==> src/rtl/mem_arb_pkg.sv <==
// Shared constants for the fetch/data memory port arbiter.
// The state codes, the NOP instruction and the word-access DMType code live here.
package mem_arb_pkg;

  localparam logic [1:0] ST_IDLE    = 2'd0;
  localparam logic [1:0] ST_IF_BUSY = 2'd1;
  localparam logic [1:0] ST_DM_BUSY = 2'd2;
  localparam logic [1:0] ST_RESP    = 2'd3;

  localparam logic [31:0] NOP_INSTR = 32'h0000_0013;

  // Word access code, matching dm_word in ctrl_encode_def.
  localparam logic [2:0] DMTYPE_WORD = 3'b000;

endpackage

==> src/rtl/arb_timeout_ctr.sv <==
// Bus-cycle watchdog: counts enabled cycles since the last clear.
// tc is raised during the TIMEOUT_CYC-th enabled cycle, so the owner sees exactly TIMEOUT_CYC bus cycles.
module arb_timeout_ctr
  import mem_arb_pkg::*;
#(
  parameter int unsigned TIMEOUT_CYC = 255
) (
  input  logic clk,
  input  logic rst,
  input  logic clr,
  input  logic en,
  output logic tc
);

  localparam logic [7:0] TC_VAL = 8'(TIMEOUT_CYC - 1);

  logic [7:0] cnt_q, cnt_d;

  always_comb begin
    cnt_d = cnt_q;
    if (clr) begin
      cnt_d = '0;
    end else if (en && (cnt_q != 8'hFF)) begin
      cnt_d = cnt_q + 8'd1;
    end
  end

  always_ff @(posedge clk or negedge rst) begin
    if (!rst) begin
      cnt_q <= '0;
    end else begin
      cnt_q <= cnt_d;
    end
  end

  assign tc = en && (cnt_q == TC_VAL);

endmodule

==> src/rtl/mem_port_arbiter.sv <==
// Shares one MIO bus between the CPU fetch port and the data port, one access at a time.
// Data wins arbitration, but after MAX_DM_RUN data grants a waiting fetch is served.
//
//   state      | meaning
//   IDLE       | bus quiet, arbitrate on if_req/dm_req
//   IF_BUSY    | fetch on the bus, waiting for bus_ready or timeout
//   DM_BUSY    | data access on the bus, waiting for bus_ready or timeout
//   RESP       | owner's ready pulse (and bus_err on abort), bus released
module mem_port_arbiter
  import mem_arb_pkg::*;
#(
  parameter int unsigned MAX_DM_RUN  = 4,
  parameter int unsigned TIMEOUT_CYC = 255
) (
  input  logic        clk,
  input  logic        rst,
  input  logic        if_req,
  input  logic [31:0] if_addr,
  output logic [31:0] if_rdata,
  output logic        if_ready,
  input  logic        dm_req,
  input  logic        dm_we,
  input  logic [2:0]  dm_type,
  input  logic [31:0] dm_addr,
  input  logic [31:0] dm_wdata,
  output logic [31:0] dm_rdata,
  output logic        dm_ready,
  output logic        bus_req,
  output logic        bus_we,
  output logic [2:0]  bus_type,
  output logic [31:0] bus_addr,
  output logic [31:0] bus_wdata,
  input  logic [31:0] bus_rdata,
  input  logic        bus_ready,
  output logic        bus_err
);

  localparam logic [3:0] RUN_MAX = 4'(MAX_DM_RUN);

  logic [1:0]  state_q, state_d;
  logic [3:0]  dm_run_q, dm_run_d;
  logic        bus_req_q, bus_req_d;
  logic        bus_we_q, bus_we_d;
  logic [2:0]  bus_type_q, bus_type_d;
  logic [31:0] bus_addr_q, bus_addr_d;
  logic [31:0] bus_wdata_q, bus_wdata_d;
  logic [31:0] if_rdata_q, if_rdata_d;
  logic [31:0] dm_rdata_q, dm_rdata_d;
  logic        if_ready_q, if_ready_d;
  logic        dm_ready_q, dm_ready_d;
  logic        bus_err_q, bus_err_d;

  logic grant;
  logic busy;
  logic to_tc;

  assign busy = (state_q == ST_IF_BUSY) || (state_q == ST_DM_BUSY);

  arb_timeout_ctr #(
    .TIMEOUT_CYC(TIMEOUT_CYC)
  ) u_timeout (
    .clk(clk),
    .rst(rst),
    .clr(grant),
    .en (busy),
    .tc (to_tc)
  );

  always_comb begin
    state_d     = state_q;
    dm_run_d    = dm_run_q;
    bus_req_d   = bus_req_q;
    bus_we_d    = bus_we_q;
    bus_type_d  = bus_type_q;
    bus_addr_d  = bus_addr_q;
    bus_wdata_d = bus_wdata_q;
    if_rdata_d  = if_rdata_q;
    dm_rdata_d  = dm_rdata_q;
    if_ready_d  = 1'b0;
    dm_ready_d  = 1'b0;
    bus_err_d   = 1'b0;
    grant       = 1'b0;

    case (state_q)
      ST_IDLE: begin
        if (dm_req && (!if_req || (dm_run_q < RUN_MAX))) begin
          grant       = 1'b1;
          state_d     = ST_DM_BUSY;
          bus_req_d   = 1'b1;
          bus_we_d    = dm_we;
          bus_type_d  = dm_type;
          bus_addr_d  = dm_addr;
          bus_wdata_d = dm_wdata;
          // The run only counts grants that actually held a fetch back.
          if (!if_req) begin
            dm_run_d = '0;
          end else if (dm_run_q < RUN_MAX) begin
            dm_run_d = dm_run_q + 4'd1;
          end
        end else if (if_req) begin
          grant      = 1'b1;
          state_d    = ST_IF_BUSY;
          bus_req_d  = 1'b1;
          bus_we_d   = 1'b0;
          bus_type_d = DMTYPE_WORD;
          bus_addr_d = if_addr;
          dm_run_d   = '0;
        end
      end
      ST_IF_BUSY: begin
        if (bus_ready || to_tc) begin
          state_d    = ST_RESP;
          bus_req_d  = 1'b0;
          if_ready_d = 1'b1;
          if_rdata_d = bus_ready ? bus_rdata : NOP_INSTR;
          bus_err_d  = !bus_ready;
        end
      end
      ST_DM_BUSY: begin
        if (bus_ready || to_tc) begin
          state_d    = ST_RESP;
          bus_req_d  = 1'b0;
          bus_we_d   = 1'b0;
          dm_ready_d = 1'b1;
          bus_err_d  = !bus_ready;
          if (!bus_we_q) begin
            dm_rdata_d = bus_ready ? bus_rdata : 32'h0;
          end
        end
      end
      ST_RESP: begin
        state_d = ST_IDLE;
      end
      default: begin
        state_d = ST_IDLE;
      end
    endcase
  end

  always_ff @(posedge clk or negedge rst) begin
    if (!rst) begin
      state_q     <= ST_IDLE;
      dm_run_q    <= '0;
      bus_req_q   <= 1'b0;
      bus_we_q    <= 1'b0;
      bus_type_q  <= '0;
      bus_addr_q  <= '0;
      bus_wdata_q <= '0;
      if_rdata_q  <= '0;
      dm_rdata_q  <= '0;
      if_ready_q  <= 1'b0;
      dm_ready_q  <= 1'b0;
      bus_err_q   <= 1'b0;
    end else begin
      state_q     <= state_d;
      dm_run_q    <= dm_run_d;
      bus_req_q   <= bus_req_d;
      bus_we_q    <= bus_we_d;
      bus_type_q  <= bus_type_d;
      bus_addr_q  <= bus_addr_d;
      bus_wdata_q <= bus_wdata_d;
      if_rdata_q  <= if_rdata_d;
      dm_rdata_q  <= dm_rdata_d;
      if_ready_q  <= if_ready_d;
      dm_ready_q  <= dm_ready_d;
      bus_err_q   <= bus_err_d;
    end
  end

  assign bus_req   = bus_req_q;
  assign bus_we    = bus_we_q;
  assign bus_type  = bus_type_q;
  assign bus_addr  = bus_addr_q;
  assign bus_wdata = bus_wdata_q;
  assign if_rdata  = if_rdata_q;
  assign if_ready  = if_ready_q;
  assign dm_rdata  = dm_rdata_q;
  assign dm_ready  = dm_ready_q;
  assign bus_err   = bus_err_q;

endmodule

==> config.mk <==
export PLATFORM = sky130hd
export DESIGN_NAME = mem_port_arbiter
export DESIGN_NICKNAME = d
export VERILOG_FILES = /design/src/rtl/mem_arb_pkg.sv /design/src/rtl/arb_timeout_ctr.sv /design/src/rtl/mem_port_arbiter.sv
export SDC_FILE = /design/constraint.sdc
export NUM_CORES = 1
export LEC_CHECK = 0
export ABC_AREA = 1
export BUFFER_PORTS_ARGS = -buffer_cell sky130_fd_sc_hd__buf_2
export CAP_MARGIN = 20
export CORE_MARGIN = 10
export CORE_UTILIZATION = 28
export CTS_BUF_LIST = sky130_fd_sc_hd__clkbuf_2 sky130_fd_sc_hd__clkbuf_4 sky130_fd_sc_hd__clkbuf_8
export DETAILED_ROUTE_END_ITERATION = 7
export GPL_TIMING_DRIVEN = 0
export PLACE_DENSITY_LB_ADDON = 0.15
export SLEW_MARGIN = 30
export SYNTH_ARGS = -nofsm -noshare
export SYNTH_HDL_FRONTEND = slang
export SYNTH_SLANG_ARGS = --single-unit
==> constraint.sdc <==
create_clock -name clk -period 2.48 [get_ports clk]
set_clock_uncertainty 0.2 [all_clocks]
set_input_delay 0.496 -clock clk [delete_from_list [all_inputs] [get_ports clk]]
set_output_delay 0.496 -clock clk [all_outputs]
set_load 0.02 [all_outputs]
==> out/results.tsv, run 1 <==
stage	metric	value	unit
status	run status	completed	
setup_path	Reg2Reg Capture Point	if_rdata[27]$_DFFE_PN0P_	
job	Max Cap Viol	0	
cells_and_area	most frequent cells in the layout	buf_2 (285), nand2_1 (239), dfrtp_1 (150)	
setup_path	kind of critical path	reg2reg	
power	Clock Power Share	0.185	
power	Pint	6.583	mW
routing	met2 wire length	9826	um
logic_synthesis	mux share of post-synthesis cell area	0.001542	
logic_synthesis	post-synth net total	858	
clock_tree	htree depth	4	
logic_synthesis	compound-gate portion of the synthesized area	0.1297	
cells_and_area	fin util	0.3851	
cells_and_area	post-route cell area	8745	um^2
setup_path	CP cell instances	inv_1 > ha_1 > inv_1 > clkbuf_1 > clkbuf_1 > o21ai_0	
timing	post-layout min period	2.168	ns
logic_synthesis	simple-gate share of the synthesized area	0.2177	
clock_tree	clock tree buffer depth	2	
routing	detailed route wirelength on metal3	2561	um
routing	Iter 0 DRT Violations	366	
logic_synthesis	number of synthesized register bits	150	
logic_synthesis	largest family of logic cells by synthesized area	simple AND/OR/NAND/NOR gates	
logic_synthesis	Seq/Total Area, Yosys	0.5784	
worst_hold_path	HP Start	dm_wdata[19]	
clock_tree	post-CTS setup buffers	0	
routing	First-pass DRT Iterations	4	
clock_tree	TritonCTS Buffers	17	
routing	DR top layer	met5	
routing	Antenna Violating Nets Remaining	0	
clock_tree	clock latency on the worst-skew pair	0.44	ns
logic_synthesis	synthesized area per cell	9.090	um^2
placement	HPWL Detailed	17010	um
worst_hold_path	worst min path class	in2reg	
setup_path	worst path required time	2.58	ns
worst_hold_path	Hold Path End	bus_wdata[19]$_DFFE_PN0P_	
placement	# port buffers	271	
grt	first-pass GRT wire length	35180	um
clock_tree	TritonCTS clock tree	done	
routing	Vias/cell	4.539	
routing	M1 wire length	9657	um
floorplanning	Initial Utilization	0.2858	
logic_synthesis	Mapped Cells	714	
power	Max VDD drop	592.5	uV
logic_synthesis	Synth Cell Area	6490	um^2
cells_and_area	nets	1151	
grt	vias in the first global route	6294	
cells_and_area	Final Non-Filler Cells	1306	
timing	worst slew pin tran	0.5590	ns
timing	endpoints failing setup	0	
cells_and_area	commonest non-fill, non-tap cell in the layout	buf_2	
timing	Hold Vio Cnt, Final	0	
grt	largest net degree at the start of global routing	58	
timing	RSZ-0062 raised after global routing	false	
placement	placed insts	1272	
placement	Placed Area	8268	um^2
clock_tree	clock slew at reported path FFs	0.09	ns
cells_and_area	fill count	2389	
setup_path	Startpoint Class	register	
power	Seq pwr share	0.350	
cells_and_area	P&R area growth vs syn	34.74	%
logic_synthesis	Yosys cell types	25	
placement	routability-driven placement congestion ratio	0.7785	
setup_path	Arrival @ worst endpoint	2.27	ns
timing	fmax	0.4612	GHz
power	sw frac	0.4501	
routing	# DRC	0	
worst_hold_path	hold depth	3	
setup_path	Worst R2R Setup Slack	0.31	ns
grt	antenna violations before repair	5	
setup_path	FF-to-FF Start	state_q[1]$_DFFE_PN0P_	
clock_tree	Clk Tree Root Cell	clkbuf_8	
floorplanning	die height	172.2	um
power	power per cell area	1369	nW/um^2
routing	wire length per cell	17.07	um
clock_tree	post_cts resized	0	
floorplanning	I/O pin count	273	
setup_path	largest fanout on the critical path	10	
floorplanning	area of the core	22710	um^2
setup_path	CP endpoint kind	register	
timing	Tcrit/Tclk final	0.8744	
power	Combinational Power Share	0.464	
power	Switch Pwr	5.387	mW
setup_path	CP max stage cell	clkbuf_1	
floorplanning	Horiz. Die Dim	172.2	um
setup_path	reg2reg path depth	6	
clock_tree	hold_buf cts	1	
grt	GR Overflow Total	0	
grt	GRT Total Usage	0.1511	
floorplanning	die area	29670	um^2
routing	final WL	22300	um
clock_tree	Sink Count	150	
cells_and_area	share of layout cells above drive strength 1	0.3735	
logic_synthesis	Post-Synth Adder-Cell Area	0.01350	
logic_synthesis	XOR/XNOR share of the synthesized area	0.005398	
floorplanning	Core Rows	55	
logic_synthesis	Synth Warn #	0	
setup_path	max incr delay on CP	0.44	ns
timing	Slew Limit Fails	0	
timing	Max-slew headroom	0.6273	
power	leakage	4.654	nW
routing	via count	5928	
[area by class of cell]
| cell class | instances | area, um^2 | area share |
|---|---|---|---|
| clock buffer | 20 | 275.3 | 0.03148 |
| timing repair buffer | 274 | 1431 | 0.1637 |
| inverter | 23 | 86.33 | 0.009873 |
| buffer | 42 | 262.8 | 0.03005 |
| sequential | 150 | 3754 | 0.4292 |
| clock inverter | 12 | 188.9 | 0.02161 |
| tap | 285 | 356.6 | 0.04078 |
| antenna | 1 | 2.502 | 0.0002862 |
| multi-input combinational | 499 | 2387 | 0.2730 |
[through the flow]
step,hold slack [ns],total power [mW],setup WS (ns),TNS (ns)
floorplan,0.0004090,7.712,0.7125,0
global placement,0.2500,9.845,-1.831,-272.75
detailed placement,0.2183,9.903,0.2801,0
CTS,0.03874,12.20,0.2262,0
global route,0.04379,12.98,0.1374,0
finish,0.07459,11.97,0.3116,0
[cell families (layout without fill, tap and decap cells)]
logic type	Yosys count	after routing
and+or+nand+nor	345	345
muxes	1	1
xor gates and xnor gates	4	4
AOI/OAI and AO/OA	142	142
buffers and inverters	65	371
DFF	150	150
other	0	1
adders and majority gates	7	7
[synth_stat cells (all sizes together)]
cell type / count / share of area
nand2: 245 / 0.15
dfrtp: 150 / 0.58
o21ai: 75 / 0.078
a21oi: 67 / 0.052
nor2: 48 / 0.030
nand3: 46 / 0.035
buf: 32 / 0.034
inv: 23 / 0.013
clkbuf: 10 / 0.0064
ha: 7 / 0.013
nand4: 5 / 0.0048
xor2: 3 / 0.0040
mux2i: 1 / 0.0015
or2: 1 / 0.00096
xnor2: 1 / 0.0013
[layer usage]
metal  up-vias  track usage
li1       2907            -
met1      2747       0.1850
met2       242       0.2359
met3        24      0.07205
met4         8      0.03411
met5         -            0
[power by group through the flow]
stage	sequential (mW)	clock (mW)	combinational [mW]
floorplan	5.50	0	2.21
finish	4.19	2.22	5.56
global placement	4.21	0	5.63
detailed placement	4.21	0	5.69
global route	4.36	2.41	6.20
CTS	4.20	2.31	5.69
[worst max path at each step]
| stage | endpoint | depth (start not counted) | slack, ns | start |
|---|---|---|---|---|
| 2_1_floorplan | dm_rdata[23]$_DFFE_PN0P_ | 10 | 0.71 | state_q[0]$_DFFE_PN0P_ |
| 3_5_place_dp | if_rdata[29]$_DFFE_PN0P_ | 6 | 0.28 | state_q[1]$_DFFE_PN0P_ |
| 5_1_grt | if_rdata[28]$_DFFE_PN0P_ | 6 | 0.14 | state_q[1]$_DFFE_PN0P_ |
| 4_1_cts | if_rdata[29]$_DFFE_PN0P_ | 6 | 0.23 | state_q[1]$_DFFE_PN0P_ |
| 3_3_place_gp | bus_wdata[14]$_DFFE_PN0P_ | 1 | -1.83 | rst |
| 6_report | if_rdata[27]$_DFFE_PN0P_ | 6 | 0.31 | state_q[1]$_DFFE_PN0P_ |
[worst max-delay path: cells and delay by family, from the launching register on]
family	cells	cell delay, ns
AO/OA/AOI/OAI	1	0.17
adder cells (fa/ha/maj)	1	0.25
flip-flops	1	0.39
buffers and inverters	4	1.03
[state kept, by name, indices dropped and copies added, names as in the netlist]
register / cells
if_rdata: 32
state_q: 2
u_timeout.cnt_q: 8
bus_we: 1
bus_type: 3
bus_wdata: 32
bus_addr: 32
if_ready: 1
dm_ready: 1
dm_run_q: 4
dm_rdata: 32
bus_err: 1
bus_req: 1
Note: power is estimated with default switching activity, not from simulation.
==> run 2: changes to the inputs <==
--- a/config.mk
+++ b/config.mk
@@ -17,4 +17,5 @@
 export SLEW_MARGIN = 30
 export SYNTH_ARGS = -nofsm -noshare
 export SYNTH_HDL_FRONTEND = slang
+export SYNTH_HIERARCHICAL = 1
 export SYNTH_SLANG_ARGS = --single-unit
==> run 2 against run 1 <==
Against the previous run: combinational power decreased by 9.2%; non-clock buffer count decreased by 3; total power decreased by 8.4%; global-route usage decreased by 1.2 points; largest power group unchanged; critical path type unchanged; highest routed layer is now met4; synthesized area increased by 2.9%.
==> out/results.tsv, run 2 <==
stage	metric	value	unit	change
setup_path	Worst R2R Setup Slack	0.26	ns	-0.05 ns
setup_path	largest fanout on the critical path	13		+3
clock_tree	TritonCTS clock tree	done		
timing	worst slew pin tran	0.5558	ns	-0.003150 ns
setup_path	reg2reg path depth	10		+4
power	Total Power Consumption	10.97	mW	-8.4%
logic_synthesis	Yosys top cell area share	0.5621		-0.01626
floorplanning	die area	30430	um^2	+2.6%
grt	vias in the first global route	6233		-0.97%
floorplanning	Core Rows	56		+1.8%
cells_and_area	FF+latch area	3754	um^2	unchanged
cells_and_area	fill count	2534		+6.1%
setup_path	CP endpoint kind	register		
clock_tree	clock tree buffer depth	2		unchanged
logic_synthesis	Mapped Cells	813		+14%
logic_synthesis	number of synthesized register bits	150		unchanged
setup_path	Startpoint Class	register		
setup_path	kind of critical path	reg2reg		
cells_and_area	P&R area growth vs syn	33.30	%	
setup_path	FF-to-FF Start	state_q[0]$_DFFE_PN0P_		
logic_synthesis	EDFF count, synth	0		unchanged
logic_synthesis	most frequent cells after synthesis	nand2_1 (280), dfrtp_1 (150), inv_1 (119), nand3_1 (75), o21ai_0 (64)		
worst_hold_path	HP Start	dm_wdata[22]		
timing	fmax	0.4506	GHz	-2.3%
routing	final WL	21490	um	-3.6%
grt	largest net degree at the start of global routing	57		-1.7%
floorplanning	Initial Utilization	0.2845		-0.001297
setup_path	Reg2Reg Capture Point	u_timeout/cnt_q[3]$_DFFE_PN0P_		
status	run status	completed		
cells_and_area	ANT cells	0		-1
clock_tree	Sink Count	150		unchanged
clock_tree	clock latency on the worst-skew pair	0.44	ns	about the same
floorplanning	Horiz. Die Dim	174.4	um	+1.3%
floorplanning	die height	174.4	um	+1.3%
routing	Vias/cell	4.218		-7.1%
clock_tree	Clk Tree Root Cell	clkbuf_8		
setup_path	Arrival @ worst endpoint	2.35	ns	+0.08 ns
cells_and_area	nets	1251		+8.7%
cells_and_area	multi-input logic area	2291	um^2	-4.0%
routing	# DRC	0		unchanged
logic_synthesis	Synth area leader	dfrtp_1		
routing	First-pass DRT Iterations	4		unchanged
logic_synthesis	Synth Warn #	6		+6
placement	# port buffers	271		unchanged
worst_hold_path	hold depth	3		unchanged
worst_hold_path	Hold Path End	bus_wdata[22]$_DFFE_PN0P_		
placement	routability-driven placement congestion ratio	0.7613		-2.2%
job	Max Cap Viol	0		unchanged
logic_synthesis	most frequent cell after synthesis	nand2_1		
cells_and_area	commonest non-fill, non-tap cell in the layout	buf_2		
logic_synthesis	Synth Cell Area	6678	um^2	+2.9%
logic_synthesis	asr flop ratio synth	1.000		unchanged
placement	HPWL Detailed	16400	um	-3.6%
floorplanning	area of the core	23470	um^2	+3.4%
power	power per cell area	1232	nW/um^2	-10%
cells_and_area	share of layout cells above drive strength 1	0.3101		-0.06343
worst_hold_path	worst min path class	in2reg		
power	Max VDD drop	534.0	uV	-9.9%
clock_tree	htree depth	4		unchanged
floorplanning	I/O pin count	273		unchanged
logic_synthesis	post-synth net total	958		+12%
logic_synthesis	Yosys cell types	28		+12%
clock_tree	post-CTS setup buffers	0		unchanged
placement	placed insts	1405		+10%
power	leakage	5.108	nW	+9.7%
timing	RSZ-0062 raised after global routing	false		
clock_tree	TritonCTS Buffers	17		unchanged
routing	Iter 0 DRT Violations	356		-2.7%
cells_and_area	most frequent cells in the layout	buf_2 (292), nand2_1 (280), dfrtp_1 (150)		
cells_and_area	fin util	0.3792		-0.005858
timing	Tcrit/Tclk final	0.8950		+0.02058
timing	Hold Vio Cnt, Final	0		unchanged
timing	post-route setup TNS	0	ns	unchanged
grt	antenna violations before repair	0		-5
logic_synthesis	Area contributors post-synth	dfrtp_1 (56%), nand2_1 (16%), inv_1 (6.7%)		
grt	GR Overflow Total	0		unchanged
cells_and_area	Final Non-Filler Cells	1438		+10%
clock_tree	clock slew at reported path FFs	0.10	ns	about the same
routing	Antenna Violating Nets Remaining	0		unchanged
timing	post-layout min period	2.219	ns	+0.05105 ns
timing	Slew Limit Fails	0		unchanged
routing	via count	6066		+2.3%
timing	Hold WS	0.07531	ns	+0.0007241 ns
logic_synthesis	Seq/Total Area, Yosys	0.5621		-0.01626
timing	Max-slew headroom	0.6294		+0.002100
timing	endpoints failing setup	0		unchanged
logic_synthesis	Most used DFF post-synth	dfrtp_1		
grt	GRT Total Usage	0.1394		-0.01166
logic_synthesis	synthesized area per cell	8.214	um^2	-9.6%
setup_path	worst path required time	2.61	ns	+0.03 ns
grt	first-pass GRT wire length	34240	um	-2.6%
routing	wire length per cell	14.95	um	-12%
-- run 2: changes by cell type after synthesis, moves of 27 or more --
cell	before	now
o21ai_2	35	0
a21oi_1	67	1
nor2_1	46	18
inv_1	20	119
o21ai_0	31	64
o21ai_1	9	36
nand2_1	239	280
nand3_1	46	75
-- run 2: report_power, final --
part / total [mW] / internal (mW) / switching [mW]
logic: 5.05 / 1.67 / 3.38
clock network: 1.81 / 0.737 / 1.08
registers: 4.11 / 3.52 / 0.583
-- run 2: how the worst max path moves through the flow --
stage | cells after the start | endpoint | start | slack [ns]
global route | 10 | dm_rdata[27]$_DFFE_PN0P_ | state_q[1]$_DFFE_PN0P_ | 0.02
floorplan | 10 | dm_rdata[10]$_DFFE_PN0P_ | state_q[0]$_DFFE_PN0P_ | 0.49
detailed placement | 9 | dm_rdata[27]$_DFFE_PN0P_ | state_q[0]$_DFFE_PN0P_ | 0.006
global placement | 1 | bus_wdata[22]$_DFFE_PN0P_ | rst | -1.79
CTS | 9 | dm_rdata[27]$_DFFE_PN0P_ | state_q[1]$_DFFE_PN0P_ | 0.04
finish | 10 | u_timeout/cnt_q[3]$_DFFE_PN0P_ | state_q[0]$_DFFE_PN0P_ | 0.26
-- run 2: metal layers --
metal | global-route usage | vias to the layer above | wire length (um)
li1 | - | 3088 | -
met1 | 0.1712 | 2804 | 9654
met2 | 0.2306 | 165 | 10270
met3 | 0.04442 | 9 | 1388
met4 | 0.03741 | 0 | 184
met5 | 0 | - | 0
-- run 2: cell families (layout without fill, tap and decap cells) --
family / count (synthesis) / after routing / synth area share
and+or+nand+nor: 385 / 385 / 0.2380
adders and majority gates: 8 / 8 / 0.01499
buffers and inverters: 161 / 467 / 0.09762
AOI/OAI and AO/OA: 106 / 106 / 0.08338
xor gates and xnor gates: 3 / 3 / 0.003936
DFF: 150 / 150 / 0.5621
-- run 2: what timing repair did --
item,in CTS,in global routing
gates resized for setup,1,11
hold buffers,1,0
setup endpoints to repair,2,64
hold endpoints to repair,44,0
-- run 2: stage by stage --
| stage | setup WS, ns | instance area, um^2 |
|---|---|---|
| finish | 0.2605 | 8901 |
| global route | 0.02245 | 8901 |
| global placement | -1.788 | 8433 |
| floorplan | 0.4942 | 6678 |
| detailed placement | 0.006456 | 8498 |
| CTS | 0.03578 | 8879 |
-- run 2: final cells by class --
type | count | area share
timing repair buffer | 274 | 0.1608
inverter | 122 | 0.05159
clock buffer | 17 | 0.02629
multi-input combinational | 502 | 0.2574
buffer | 39 | 0.02235
clock inverter | 15 | 0.01504
tap | 319 | 0.04484
sequential | 150 | 0.4217
-- run 2: critical path, cell delays in order, from the launching register on --
cell      delay (ns)
dfrtp_1         0.42
inv_1           0.16
ha_4            0.20
inv_1           0.05
a21oi_2         0.19
buf_2           0.32
inv_1           0.21
nand2_4         0.14
clkinv_2        0.10
nand2_1         0.07
nand2_1         0.05
==> run 3: changes to the inputs <==
--- a/config.mk
+++ b/config.mk
@@ -5,9 +5,8 @@
 export SDC_FILE = /design/constraint.sdc
 export NUM_CORES = 1
 export LEC_CHECK = 0
-export ABC_AREA = 1
 export BUFFER_PORTS_ARGS = -buffer_cell sky130_fd_sc_hd__buf_2
-export CAP_MARGIN = 20
+export CAP_MARGIN = 30
 export CORE_MARGIN = 10
 export CORE_UTILIZATION = 28
 export CTS_BUF_LIST = sky130_fd_sc_hd__clkbuf_2 sky130_fd_sc_hd__clkbuf_4 sky130_fd_sc_hd__clkbuf_8
==> constraint.sdc (replaced) <==
create_clock -name clk -period 2.48 [get_ports clk]
set_clock_uncertainty 0.2 [all_clocks]
set_input_delay 0.496 -clock clk [delete_from_list [all_inputs] [get_ports clk]]
set_output_delay 0.496 -clock clk [all_outputs]
set_load 0.1 [all_outputs]
==> run 3 against run 2 <==
Against the previous run: worst setup slack got worse by 0.084 ns; global-route usage grew 0.50 points; design area down 0.84%; critical path depth down 2.
==> out/results.tsv, run 3 <==
stage	metric	value	unit	change
status	run status	completed		
logic_synthesis	Synth Cell Area	6554	um^2	-1.9%
logic_synthesis	post-synth net total	730		-24%
logic_synthesis	asr flop ratio synth	1.000		unchanged
setup_path	kind of critical path	reg2reg		
floorplanning	Horiz. Die Dim	173.0	um	-0.83%
setup_path	max incr delay on CP	0.43	ns	about the same
logic_synthesis	Area contributors post-synth	dfrtp_1 (57%), mux2_4 (6.9%), nand2_1 (6.3%)		
clock_tree	clock latency on the worst-skew pair	0.45	ns	about the same
routing	# DRC	0		unchanged
clock_tree	TritonCTS Buffers	17		unchanged
floorplanning	area of the core	22850	um^2	-2.7%
clock_tree	Sink Count	150		unchanged
clock_tree	Clk Tree Root Cell	clkbuf_8		
clock_tree	clock slew at reported path FFs	0.09	ns	about the same
routing	via count	5615		-7.4%
setup_path	Reg2Reg Capture Point	dm_rdata[7]$_DFFE_PN0P_		
setup_path	Startpoint Class	register		
timing	Tcrit/Tclk final	0.9290		+0.03403
clock_tree	clock tree buffer depth	2		unchanged
logic_synthesis	Synth Warn #	6		unchanged
timing	endpoints failing setup	0		unchanged
grt	vias in the first global route	5882		-5.6%
logic_synthesis	Seq/Total Area, Yosys	0.5727		+0.01062
timing	post-layout min period	2.304	ns	+0.08439 ns
cells_and_area	Final Non-Filler Cells	1209		-16%
setup_path	Arrival @ worst endpoint	2.43	ns	+0.08 ns
timing	RSZ-0062 raised after global routing	false		
timing	Hold Vio Cnt, Final	0		unchanged
setup_path	largest fanout on the critical path	13		unchanged
routing	First-pass DRT Iterations	4		unchanged
logic_synthesis	most frequent cell after synthesis	dfrtp_1		
setup_path	critical path depth in cells	8		-2
setup_path	reg2reg path depth	8		-2
placement	HPWL Detailed	16840	um	+2.7%
placement	placed insts	1172		-17%
logic_synthesis	EDFF count, synth	0		unchanged
routing	Iter 0 DRT Violations	437		+23%
floorplanning	die area	29930	um^2	-1.6%
routing	Vias/cell	4.644		+10%
floorplanning	Core Rows	55		-1.8%
grt	GRT Total Usage	0.1444		+0.004998
cells_and_area	commonest non-fill, non-tap cell in the layout	buf_2		
logic_synthesis	Yosys cell types	37		+32%
setup_path	CP endpoint kind	register		
grt	first-pass GRT wire length	34960	um	+2.1%
cells_and_area	most frequent cells in the layout	buf_2 (285), dfrtp_1 (150), nand2_1 (110)		
placement	routability-driven placement congestion ratio	0.7838		+3.0%
logic_synthesis	Synth area leader	dfrtp_1		
setup_path	Worst Setup SP	state_q[0]$_DFFE_PN0P_		
placement	# port buffers	272		+0.37%
logic_synthesis	synthesized area per cell	11.20	um^2	+36%
worst_hold_path	worst min path class	in2reg		
clock_tree	htree depth	4		unchanged
cells_and_area	share of layout cells above drive strength 1	0.4300		+0.1199
setup_path	CP cell instances	inv_2 > ha_4 > and3_1 > and3_2 > o21ai_4 > nand2b_2 > buf_4 > o21ai_1		
setup_path	FF-to-FF Start	state_q[0]$_DFFE_PN0P_		
setup_path	Worst path top cell family by delay	simple AND/OR/NAND/NOR gates		
logic_synthesis	most frequent cells after synthesis	dfrtp_1 (150), nand2_1 (110), o21ai_1 (40), nand4_1 (34)		
timing	worst slew pin tran	0.5306	ns	-0.02524 ns
timing	Max-slew headroom	0.6487		+0.01926
timing	Slew Limit Fails	0		unchanged
setup_path	CP max stage cell	dfrtp_1		
timing	fmax	0.4341	GHz	-3.7%
logic_synthesis	Most used DFF post-synth	dfrtp_1		
floorplanning	die height	173.0	um	-0.83%
logic_synthesis	Yosys top cell area share	0.5727		+0.01062
cells_and_area	nets	1026		-18%
cells_and_area	fill count	2400		-5.3%
routing	wire length per cell	18.26	um	+22%
grt	GR Overflow Total	0		unchanged
clock_tree	TritonCTS clock tree	done		
logic_synthesis	number of synthesized register bits	150		unchanged
job	Max Cap Viol	0		unchanged
floorplanning	I/O pin count	273		unchanged
setup_path	Setup crit end	dm_rdata[7]$_DFFE_PN0P_		
grt	largest net degree at the start of global routing	63		+11%
setup_path	Worst R2R Setup Slack	0.18	ns	-0.08 ns
setup_path	worst path required time	2.61	ns	about the same
floorplanning	Initial Utilization	0.2869		+0.002368
cells_and_area	P&R area growth vs syn	34.67	%	
setup_path	Buffers & Inverters on Critical Path	2		-3
logic_synthesis	Mapped Cells	585		-28%
routing	final WL	22080	um	+2.7%
routing	Antenna Violating Nets Remaining	0		unchanged
grt	antenna violations before repair	5		+5
timing	Hold WS	0.05076	ns	-0.02455 ns
[run 3: cell types whose count changed after synthesis, moves of 10 or more]
cell      delta
nand2_1    -170
inv_1      -110
nand3_1     -72
nand4_1     +32
o211ai_1    +32
o21ai_0     -32
mux2_4      +30
a22o_1      +29
nor2_1      -10
[run 3: kinds of logic after synthesis]
| logic type | Yosys count | share of synthesized area |
|---|---|---|
| compound gates | 152 | 0.1537 |
| flops | 150 | 0.5727 |
| buf+inv | 58 | 0.04582 |
| mux | 40 | 0.08534 |
| simple gates | 177 | 0.1271 |
| fa+ha+maj | 8 | 0.01527 |
[run 3: worst min-delay path by stage]
stage / from / to / depth (start not counted)
floorplan: rst / bus_addr[0]$_DFFE_PN0P_ / 0
global placement: bus_type[1]$_DFFE_PN0P_ / bus_type[1]$_DFFE_PN0P_ / 2
detailed placement: rst / if_rdata[29]$_DFFE_PN0P_ / 1
CTS: dm_wdata[8] / bus_wdata[8]$_DFFE_PN0P_ / 2
global route: dm_wdata[13] / bus_wdata[13]$_DFFE_PN0P_ / 2
finish: dm_wdata[8] / bus_wdata[8]$_DFFE_PN0P_ / 2
[run 3: metrics by stage]
step | setup TNS [ns] | util | setup WS, ns | area [um^2]
final | 0 | 0.3863 | 0.1761 | 8826
after global routing | 0 | 0.3862 | 0.05207 | 8823
after CTS | 0 | 0.3855 | 0.001379 | 8807
after detailed placement | -8.563 | 0.3664 | -0.2561 | 8372
after global placement | -270.89 | 0.3636 | -1.776 | 8307
after floorplan | 0 | - | 0.2282 | 6554
[run 3: worst reg2reg max path, delay by kind of cell (launching register included)]
kind / cells / cell delay (ns)
and+or+nand+nor: 3 / 0.69
DFF: 1 / 0.43
buffers and inverters: 2 / 0.32
AOI/OAI and AO/OA: 2 / 0.32
adders and majority gates: 1 / 0.25
[run 3: repair_timing]
action,CTS,global route
hold buffers,1,0
endpoints found under the hold margin,40,0
gates resized for setup,11,4
buffers inserted,3,0
endpoints found under the setup margin,69,54
[run 3: area by class of cell]
type                            count  area [um^2]  area share
Antenna cell                        3        7.507   0.0008506
Tap cell                          313        391.6     0.04437
Clock buffer                       17        234.0     0.02651
Inverter                           12        45.04    0.005103
Timing Repair Buffer              278         1459      0.1653
Clock inverter                     14        142.6     0.01616
Multi-Input combinational cell    377         2527      0.2864
Sequential cell                   150         3754      0.4253
Buffer                             45        265.3     0.03005
[run 3: metal layers]
metal  GRT usage  up-vias  share of wire
met4     0.03557        2          0.013
met2      0.2292      198           0.47
met5           0        -        0.00059
li1            -     2696              -
met1      0.1835     2699           0.45
met3     0.05119       20          0.067
Power of run 3 is left out: the tool's default activity adds up to more than one toggle a clock period on the data nets, which glitch-free logic cannot reach.
